### src/rtl/sseg_pkg.sv
// Shared constants for the 7-segment shift sequencer: state encoding,
// default geometry and a ceiling-log2 helper for counter sizing.
package sseg_pkg;

    localparam int unsigned STATE_W = 3;

    localparam logic [STATE_W-1:0] ST_IDLE     = 3'd0;
    localparam logic [STATE_W-1:0] ST_SHIFT_LO = 3'd1;
    localparam logic [STATE_W-1:0] ST_SHIFT_HI = 3'd2;
    localparam logic [STATE_W-1:0] ST_LATCH    = 3'd3;
    localparam logic [STATE_W-1:0] ST_DONE     = 3'd4;

    localparam int unsigned DEF_DATA_W  = 64;
    localparam int unsigned DEF_CLK_DIV = 2;
    localparam int unsigned DEF_LAT_CYC = 1;

    // Smallest r with 2**r >= value
    function automatic int unsigned sseg_clog2(input int unsigned value);
        int unsigned result;
        result = 0;
        while ((64'd1 << result) < 64'(value)) begin
            result = result + 1;
        end
        return result;
    endfunction

endpackage

### src/rtl/sseg_phase_cnt.sv
// Loadable down-counter; o_tc_c flags the last cycle of a loaded interval.
// Loading N-1 yields an interval of exactly N cycles.
module sseg_phase_cnt
    import sseg_pkg::*;
#(
    parameter int unsigned W = sseg_clog2(DEF_CLK_DIV + 1)
) (
    input  logic         clk,
    input  logic         rst,
    input  logic         i_load,
    input  logic [W-1:0] i_load_val,
    output logic         o_tc_c
);

    logic [W-1:0] r_cnt;

    // Count down to zero and hold; a load always wins
    always_ff @(posedge clk) begin
        if (rst) begin
            r_cnt <= '0;
        end else if (i_load) begin
            r_cnt <= i_load_val;
        end else if (r_cnt != '0) begin
            r_cnt <= r_cnt - W'(1);
        end
    end

    assign o_tc_c = (r_cnt == '0);

endmodule

### src/rtl/sseg_shift_ctrl.sv
// Serialises a segment map MSB first into cascaded 7-segment shift
// registers, then strobes the storage latch. Optional build macro
// SSEG_AUTO_REFRESH_EN starts a frame whenever seg_map differs from the
// last transmitted value.
module sseg_shift_ctrl
    import sseg_pkg::*;
#(
    parameter int unsigned DATA_W  = DEF_DATA_W,
    parameter int unsigned CLK_DIV = DEF_CLK_DIV,
    parameter int unsigned LAT_CYC = DEF_LAT_CYC
) (
    input  logic              clk,
    input  logic              rst,
    input  logic [DATA_W-1:0] seg_map,
    input  logic              start,
    output logic              busy,
    output logic              done,
    output logic              seg_sclk,
    output logic              seg_sdat,
    output logic              seg_lat,
    output logic              seg_en
);

    localparam int unsigned PH_MAX = (CLK_DIV > LAT_CYC) ? CLK_DIV : LAT_CYC;
    localparam int unsigned CNT_W  = sseg_clog2(PH_MAX + 1);
    localparam int unsigned BIT_W  = sseg_clog2(DATA_W);

    localparam logic [CNT_W-1:0] HALF_LOAD = CNT_W'(CLK_DIV - 1);
    localparam logic [CNT_W-1:0] LAT_LOAD  = CNT_W'(LAT_CYC - 1);
    localparam logic [BIT_W-1:0] LAST_BIT  = BIT_W'(DATA_W - 1);

    logic [STATE_W-1:0] r_state;
    logic [BIT_W-1:0]   r_bit;
    logic [DATA_W-1:0]  r_shreg;
    logic               r_busy;
    logic               r_done;
    logic               r_sclk;
    logic               r_sdat;
    logic               r_lat;
    logic               r_en;

    logic [STATE_W-1:0] w_state_nxt;
    logic [BIT_W-1:0]   w_bit_nxt;
    logic [DATA_W-1:0]  w_shreg_nxt;
    logic               w_busy_nxt;
    logic               w_done_nxt;
    logic               w_sclk_nxt;
    logic               w_sdat_nxt;
    logic               w_lat_nxt;
    logic               w_en_nxt;
    logic               w_cnt_load;
    logic [CNT_W-1:0]   w_cnt_val;
    logic               w_tc;
    logic               w_go;

`ifdef SSEG_AUTO_REFRESH_EN
    logic [DATA_W-1:0]  r_last;
    logic               w_accept;

    assign w_go     = start | (seg_map != r_last);
    assign w_accept = (r_state == ST_IDLE) && w_go;

    // Remember the map of the most recently accepted frame
    always_ff @(posedge clk) begin
        if (rst) begin
            r_last <= '0;
        end else if (w_accept) begin
            r_last <= seg_map;
        end
    end
`else
    assign w_go = start;
`endif

    sseg_phase_cnt #(
        .W (CNT_W)
    ) u_phase_cnt (
        .clk        (clk),
        .rst        (rst),
        .i_load     (w_cnt_load),
        .i_load_val (w_cnt_val),
        .o_tc_c     (w_tc)
    );

    // State, counters and registered outputs
    always_ff @(posedge clk) begin
        if (rst) begin
            r_state <= ST_IDLE;
            r_bit   <= '0;
            r_shreg <= '0;
            r_busy  <= 1'b0;
            r_done  <= 1'b0;
            r_sclk  <= 1'b0;
            r_sdat  <= 1'b0;
            r_lat   <= 1'b0;
            r_en    <= 1'b0;
        end else begin
            r_state <= w_state_nxt;
            r_bit   <= w_bit_nxt;
            r_shreg <= w_shreg_nxt;
            r_busy  <= w_busy_nxt;
            r_done  <= w_done_nxt;
            r_sclk  <= w_sclk_nxt;
            r_sdat  <= w_sdat_nxt;
            r_lat   <= w_lat_nxt;
            r_en    <= w_en_nxt;
        end
    end

    // Next-state and next-output decode
    always_comb begin
        w_state_nxt = r_state;
        w_bit_nxt   = r_bit;
        w_shreg_nxt = r_shreg;
        w_busy_nxt  = r_busy;
        w_done_nxt  = 1'b0;
        w_sclk_nxt  = r_sclk;
        w_sdat_nxt  = r_sdat;
        w_lat_nxt   = r_lat;
        w_en_nxt    = r_en;
        w_cnt_load  = 1'b0;
        w_cnt_val   = HALF_LOAD;

        case (r_state)
            ST_IDLE: begin
                if (w_go) begin
                    w_shreg_nxt = seg_map;
                    w_sdat_nxt  = seg_map[DATA_W-1];
                    w_bit_nxt   = '0;
                    w_busy_nxt  = 1'b1;
                    w_cnt_load  = 1'b1;
                    w_state_nxt = ST_SHIFT_LO;
                end
            end
            ST_SHIFT_LO: begin
                if (w_tc) begin
                    w_sclk_nxt  = 1'b1;
                    w_cnt_load  = 1'b1;
                    w_state_nxt = ST_SHIFT_HI;
                end
            end
            ST_SHIFT_HI: begin
                if (w_tc) begin
                    w_sclk_nxt = 1'b0;
                    w_cnt_load = 1'b1;
                    if (r_bit < LAST_BIT) begin
                        // Rotate rather than shift: only the top bit is ever presented
                        w_shreg_nxt = {r_shreg[DATA_W-2:0], r_shreg[DATA_W-1]};
                        w_sdat_nxt  = r_shreg[DATA_W-2];
                        w_bit_nxt   = r_bit + BIT_W'(1);
                        w_state_nxt = ST_SHIFT_LO;
                    end else begin
                        w_lat_nxt   = 1'b1;
                        w_sdat_nxt  = 1'b0;
                        w_cnt_val   = LAT_LOAD;
                        w_state_nxt = ST_LATCH;
                    end
                end
            end
            ST_LATCH: begin
                if (w_tc) begin
                    w_lat_nxt   = 1'b0;
                    w_done_nxt  = 1'b1;
                    w_busy_nxt  = 1'b0;
                    w_en_nxt    = 1'b1;
                    w_state_nxt = ST_DONE;
                end
            end
            ST_DONE: begin
                w_state_nxt = ST_IDLE;
            end
            default: begin
                w_state_nxt = ST_IDLE;
            end
        endcase
    end

    assign busy     = r_busy;
    assign done     = r_done;
    assign seg_sclk = r_sclk;
    assign seg_sdat = r_sdat;
    assign seg_lat  = r_lat;
    assign seg_en   = r_en;

endmodule

### config.mk
export PLATFORM = sky130hd
export DESIGN_NAME = sseg_shift_ctrl
export DESIGN_NICKNAME = d
export VERILOG_FILES = /design/src/rtl/sseg_pkg.sv /design/src/rtl/sseg_phase_cnt.sv /design/src/rtl/sseg_shift_ctrl.sv
export SDC_FILE = /design/constraint.sdc
export NUM_CORES = 1
export LEC_CHECK = 0
export ABC_AREA = 1
export CAP_MARGIN = 15
export CORE_MARGIN = 3
export CORE_UTILIZATION = 32
export CTS_CLUSTER_SIZE = 12
export DETAILED_ROUTE_END_ITERATION = 10
export PLACE_DENSITY = 0.49
export SETUP_SLACK_MARGIN = 0.3
export SLEW_MARGIN = 5
export SYNTH_ARGS = -nofsm -noshare
export SYNTH_HDL_FRONTEND = slang
export SYNTH_SLANG_ARGS = --single-unit
### constraint.sdc
create_clock -name clk -period 3.9 [get_ports clk]
set_clock_uncertainty 0.15 [all_clocks]
set_input_delay 0.585 -clock clk [delete_from_list [all_inputs] [get_ports clk]]
set_output_delay 0.585 -clock clk [all_outputs]
set_load 0.01 [all_outputs]
==> summary.txt, run 1 <==
Status - completed
Final setup violation count - 0
Post-synth top cells - 284 x nand2_1, 81 x dfxtp_1, 68 x nand3_1
Initial antenna violation count - 0
Count leader, synth - nand2_1
Cell Pwr Density - 654 mW/mm²
Crit-path max FO - 73
Setup TNS - 0 ns
Max-slew headroom - 39.4%
Dpl ws - 1.24 ns
Antenna-violating nets left - 0
H-Tree Depth - 3
Remaining DRCs - 0
Design Power - 3.43 mW
Ys Warns - 0
CP Launch Type - flip-flop
# fillers - 1356
Clk buf depth - 2
Total setup buffers inserted after CTS - 0
Worst Setup Slack, final - 1.57 ns
Min-delay worst type - flip-flop to flip-flop
I/O pin count - 73
CP bufs+invs - 2
Routed wire per std cell - 12.5 µm
DRT iter0 DRCs - 259
CP Capture Type - flip-flop
# hold bufs at CTS - 0
N_diodes - 0
Crit-path max cell delay - 0.68 ns
RD Place Congestion - 0.809
Routed wire length - 10600 µm
P&R area growth vs syn - 23.0%
Crit-path leading delay family - buffers and inverters
# port buffers - 72
CP Class - flip-flop to flip-flop
Via density - 4.68
Synthesized area per cell - 6.79 µm²
Synth Register Bits - 81
CTS tree - built
Clock transition at path regs - 0.06 ns
R2r startpoint - u_phase_cnt.r_cnt[0]
Core Util, Final - 40.8%
Clk_lat worst skew - 0.34 ns
Die Y-Extent - 121 µm
CP max-delay cell - buf_4
Total number of vias - 3969
Tot GR Track Use - 15.1%
Worst slew pin tran - 0.909 ns
First-pass GRT wire length - 18200 µm
Final hold viol count - 0
Worst R2R End - r_shreg[37]
Worst vdd rail ir drop - 0.539 mV
Seq/Total Area, Yosys - 38.1%
NumNets Final - 740
Period utilisation layout - 59.7%
Min Clock Period, post-route - 2.33 ns
Number of global-route vias before repair - 3927
Critical Path AT - 2.45 ns
Max Cap Viol - 0
Most used DFF post-synth - dfxtp_1
Area leader, netlist - dfxtp_1
Pin count of the biggest net entering global routing - 74
Initial Util - 33.2%
Num rows - 41
Die ar. - 0.0147 mm²
Reg2reg path depth - 7
Slew Viols, Final - 0
Reg2reg setup slack - 1.57 ns
Ranking of synthesized cells by area - dfxtp_1 38%, nand2_1 25%, nand3_1 8.0%
Top cell type's share of synthesized area - 38.1%
Mapped Cells - 627
TritonCTS buffer count - 9
Chip width - 121 µm
Min-Delay Path Depth - 2
Cell variety after synth - 27
RSZ-0062 raised after global routing - no
Ys async rst share - 0%
Core footprint - 0.0128 mm²
Pleak - 2.14 nW
CTS resizes - 0
Post-Syn Area - 0.00426 mm²
HPWL after DPL - 6180 µm
WHS Endpoint - seg_lat
Critical Path RT - 4.02 ns
Share of layout cells above drive strength 1 - 11.1%
Post-synth EDFFs - 0
Synthesized Nets - 696
Hold_sp - seg_lat
GR Overflow Total - 0
Fmax - 429 MHz
First-pass iteration count of the detailed router - 4
Root Buffer - clkbuf_16
Worst path cell trace - inv_1 > ha_1 > nand3_2 > nand2_2 > buf_4 > nand3_1 > a21oi_2
Clock Sinks - 81
-- layout make-up --
type	instances	area (µm²)	share of cell area [%]
Multi-Input combinational cell	480	2240	42.7
Sequential cell	81	1620	31.0
Timing Repair Buffer	78	761	14.5
Clock buffer	9	225	4.30
Tap cell	172	215	4.11
Clock inverter	7	95.1	1.82
Inverter	21	78.8	1.51
-- worst register-to-register path: stages, from the launching register on --
cell	delay, ns
dfxtp_1	0.31
inv_1	0.07
ha_1	0.35
nand3_2	0.15
nand2_2	0.12
buf_4	0.68
nand3_1	0.23
a21oi_2	0.19
-- cells by family after synthesis --
group | count (synthesis) | share of synthesized area, %
simple gates | 400 | 40.9
flops | 81 | 38.1
compound gates | 78 | 11.0
buf+inv | 66 | 9.35
fa+ha+maj | 2 | 0.588
-- sequential cells by signal, indices dropped and copies added, names as in the netlist --
signal and count:
u_phase_cnt.r_cnt 2, done 1, seg_en 1, seg_lat 1, r_bit 6, seg_sclk 1, busy 1, r_shreg 64
r_state 3, seg_sdat 1
-- through the flow --
step / cells / instance area (µm²) / hold slack, ns
after floorplan: 627 / 4260 / 0.289
after global placement: 832 / 4910 / 0.290
after detailed placement: 832 / 4910 / 0.294
after CTS: 848 / 5230 / 0.303
after global routing: 848 / 5230 / 0.327
final: 848 / 5230 / 0.295
-- power by group --
group          total (mW)  switching, mW  internal, mW
Clock               0.909          0.350         0.559
Combinational        1.36          0.886         0.478
Sequential           1.15          0.117          1.04
-- layout by cell type (no fill, tap or decap) --
| cell type | count |
|---|---|
| a21oi_1 | 55 |
| a21oi_2 | 21 |
| buf_2 | 1 |
| buf_4 | 6 |
| bufinv_16 | 2 |
| clkbuf_16 | 9 |
| clkdlybuf4s50_1 | 71 |
| clkinv_1 | 1 |
| clkinv_2 | 1 |
| clkinvlp_4 | 4 |
| dfxtp_1 | 81 |
| ha_1 | 2 |
| inv_1 | 17 |
| inv_2 | 3 |
| nand2_1 | 284 |
| nand2_2 | 12 |
| nand2_4 | 1 |
| nand3_1 | 68 |
| nand3_2 | 11 |
| nand3_4 | 2 |
| nand3b_1 | 1 |
| nand4_1 | 3 |
| nor2_1 | 15 |
| nor2_2 | 1 |
| nor2_4 | 1 |
| nor3_1 | 1 |
| o21ai_0 | 2 |
-- layer usage --
metal	vias to the layer above	part of all wire [%]	GRT usage, %
met1	1802	47	18.7
met2	69	47	25.5
li1	2086	-	-
met4	0	1.5	6.02
met3	12	3.9	3.26
met5	-	0	0
-- how the worst max path moves through the flow --
stage / slack (ns) / end / depth (start not counted) / start
6_report: 1.57 / r_shreg[37] / 7 / u_phase_cnt.r_cnt[0]
5_1_grt: 1.37 / r_shreg[63] / 7 / u_phase_cnt.r_cnt[0]
4_1_cts: 1.58 / r_shreg[37] / 7 / u_phase_cnt.r_cnt[0]
3_5_place_dp: 1.24 / r_shreg[37] / 6 / start
3_3_place_gp: 1.29 / seg_sdat / 8 / start
2_1_floorplan: 2.24 / r_shreg[36] / 9 / r_bit[0]
Power figures use the tool's default switching activity.
==> inputs of run 2 (changes only) <==
clock period = 2.32 ns   (was 3.9 ns; I/O delays follow)
==> run 2 against run 1 <==
Effect of this change: cell area increased by 2.5%; via count increased by 0.78%; die area unchanged; sequential power increased by 70%; clock power increased by 64%; total power increased by 73%; cell count increased by 0.59%; count of clock-buffer cells in the layout increased by 3; fmax increased by 26%; first-iteration DRC count increased by 25%; critical path depth unchanged; sequential share of layout area decreased by 0.74 points.
==> summary.txt, run 2 (synthesized netlist as in run 1, its figures left out) <==
Status - completed (unchanged)
Max reg flops - 64 (unchanged)
Worst path cell trace - ha_2 > nand3_1 > nor2_2 > nand3_4 > buf_12 > nand3_1 > a21oi_1 (was inv_1 > ha_1 > nand3_2 > nand2_2 > buf_4 > nand3_1 > a21oi_2)
WL met3 - 458 µm (was 417 µm)
Pleak - 2.21 nW (was 2.14 nW)
DRT iter0 DRCs - 325 (was 259)
Fmax - 542 MHz (was 429 MHz)
Dpl cell area - 0.00503 mm² (was 0.00491 mm²)
Highest routed layer - met4 (unchanged)
Max Cap Viol - 0 (unchanged)
Core footprint - 0.0128 mm² (unchanged)
Num rows - 41 (unchanged)
Number of global-route vias before repair - 3968 (was 3927)
CTS tree - built (unchanged)
Worst Setup Slack, final - 0.476 ns (was 1.57 ns)
RD Place Congestion - 0.741 (was 0.809)
Critical Path AT - 1.90 ns (was 2.45 ns)
Crit-path leading delay family - simple AND/OR/NAND/NOR gates (was buffers and inverters)
Non-filler instance count after layout - 853 (was 848)
Dpl ws - 0.310 ns (was 1.24 ns)
Hold_ws - 0.300 ns (was 0.295 ns)
Routed wire per std cell - 12.4 µm (was 12.5 µm)
Min-delay worst type - flip-flop to flip-flop (unchanged)
Hold_sp - busy (was seg_lat)
Remaining DRCs - 0 (unchanged)
Initial Util - 33.2% (unchanged)
Tot GR Track Use - 14.8% (was 15.1%)
GR Overflow Total - 0 (unchanged)
Design Power - 5.93 mW (was 3.43 mW)
R2r startpoint - r_bit[0] (was u_phase_cnt.r_cnt[0])
Min Clock Period, post-route - 1.84 ns (was 2.33 ns)
WHS Endpoint - busy (was seg_lat)
Dpl cells - 837 (was 832)
H-Tree Depth - 3 (unchanged)
NumNets Final - 745 (was 740)
Commonest non-fill, non-tap cell in the layout - nand2_1 (unchanged)
Cell Pwr Density - 1100 mW/mm² (was 654 mW/mm²)
Initial antenna violation count - 0 (unchanged)
First-pass iteration count of the detailed router - 4 (unchanged)
Max-slew headroom - 73.7% (was 39.4%)
HPWL after DPL - 6600 µm (was 6180 µm)
RSZ-0062 raised after global routing - no (unchanged)
Clock Sinks - 81 (unchanged)
Design Area, Final - 0.00537 mm² (was 0.00523 mm²)
CP Capture Type - flip-flop (unchanged)
I/O pin count - 73 (unchanged)
Pin count of the biggest net entering global routing - 73 (was 74)
Clock transition at path regs - 0.06 ns (about the same)
First-pass GRT wire length - 18000 µm (was 18200 µm)
DR WL met2 - 4930 µm (was 5040 µm)
CP max-delay cell - dfxtp_2 (was buf_4)
Most used cell, CP - nand3_1
Total number of vias - 4000 (was 3969)
Reg2reg path depth - 7 (unchanged)
Met1 Wirelength - 4970 µm (was 4990 µm)
Setup TNS - 0 ns (unchanged)
Share of layout cells above drive strength 1 - 12.2% (was 11.1%)
Final setup violation count - 0 (unchanged)
P&R area growth vs syn - 26.1% (was 23.0%)
Worst slew pin tran - 0.395 ns (was 0.909 ns)
Clk_lat worst skew - 0.33 ns (was 0.34 ns)
Total setup buffers inserted after CTS - 0 (unchanged)
Slew Viols, Final - 0 (unchanged)
Die ar. - 0.0147 mm² (unchanged)
Worst R2R End - r_shreg[5] (was r_shreg[37])
Reg2reg setup slack - 0.48 ns (was 1.57 ns)
CP Class - flip-flop to flip-flop (unchanged)
Min-Delay Path Depth - 2 (unchanged)
Period utilisation layout - 79.5% (was 59.7%)
Regs by FF count - r_shreg x64, r_bit x6, r_state x3 (unchanged)
Commonest cells after routing, fill and taps aside - 284 x nand2_1, 80 x dfxtp_1, 71 x clkdlybuf4s50_1, 68 x nand3_1, 55 x a21oi_1 (was 284 x nand2_1, 81 x dfxtp_1, 71 x clkdlybuf4s50_1, 68 x nand3_1, 55 x a21oi_1)
Crit-path max FO - 72 (was 73)
Routed wire length - 10500 µm (was 10600 µm)
Clk buf depth - 2 (unchanged)
Final hold viol count - 0 (unchanged)
Chip width - 121 µm (unchanged)
TritonCTS buffer count - 9 (unchanged)
Core Util, Final - 41.8% (was 40.8%)
Crit-path max cell delay - 0.37 ns (was 0.68 ns)
N_diodes - 0 (unchanged)
CP bufs+invs - 1 (was 2)
Critical Path RT - 2.37 ns (was 4.02 ns)
Largest Register - r_shreg (unchanged)
Worst vdd rail ir drop - 0.502 mV (was 0.539 mV)
Via density - 4.69 (was 4.68)
Die Y-Extent - 121 µm (unchanged)
CP Launch Type - flip-flop (unchanged)
Antenna-violating nets left - 0 (unchanged)
Root Buffer - clkbuf_16 (unchanged)
# port buffers - 72 (unchanged)
[run 2: changes by cell type in the layout (fill, tap and decap cells not counted), moves of 2 or more]
cell,previous run,this run
buf_12,0,6
buf_4,6,4
clkbuf_8,0,3
clkinvlp_4,4,2
ha_1,2,0
ha_2,0,2
[run 2: routing by layer]
metal	track usage, %	vias up
met4	5.74	0
li1	-	2095
met2	24.9	81
met1	18.9	1809
met5	0	-
met3	2.42	15
[run 2: how the worst max path moves through the flow]
stage,startpoint,endpoint,cells after the start
detailed placement,start,r_shreg[51],7
floorplan,r_bit[0],r_shreg[36],9
global placement,start,r_shreg[55],7
global route,r_state[0],r_shreg[34],8
finish,r_bit[0],r_shreg[5],7
CTS,r_bit[0],r_shreg[51],8
[run 2: worst register-to-register path: stages (launching register included)]
cell     delay (ns)
dfxtp_2        0.37
ha_2           0.21
nand3_1        0.12
nor2_2         0.19
nand3_4        0.15
buf_12         0.23
nand3_1        0.22
a21oi_1        0.07
[run 2: cell type report]
cell class	count	area [µm²]
tap	172	215
multi-input combinational	480	2260
timing repair buffer	83	877
clock inverter	4	50.0
clock buffer	12	267
fill	1380	7460
inverter	21	78.8
sequential	81	1620
[run 2: repair_timing]
action / 4_1_cts / 5_1_grt
hold buffers: 0 / 0
endpoints found under the setup margin: 1 / 71
gates resized for setup: 1 / 5
[run 2: power by group]
group	total (mW)	internal, mW	switching, mW	leakage [nW]
sequential	1.95	1.74	0.206	0.664
clock	1.49	0.920	0.568	0.151
combinational	2.49	0.973	1.52	1.39
total	5.93	3.63	2.29	2.21
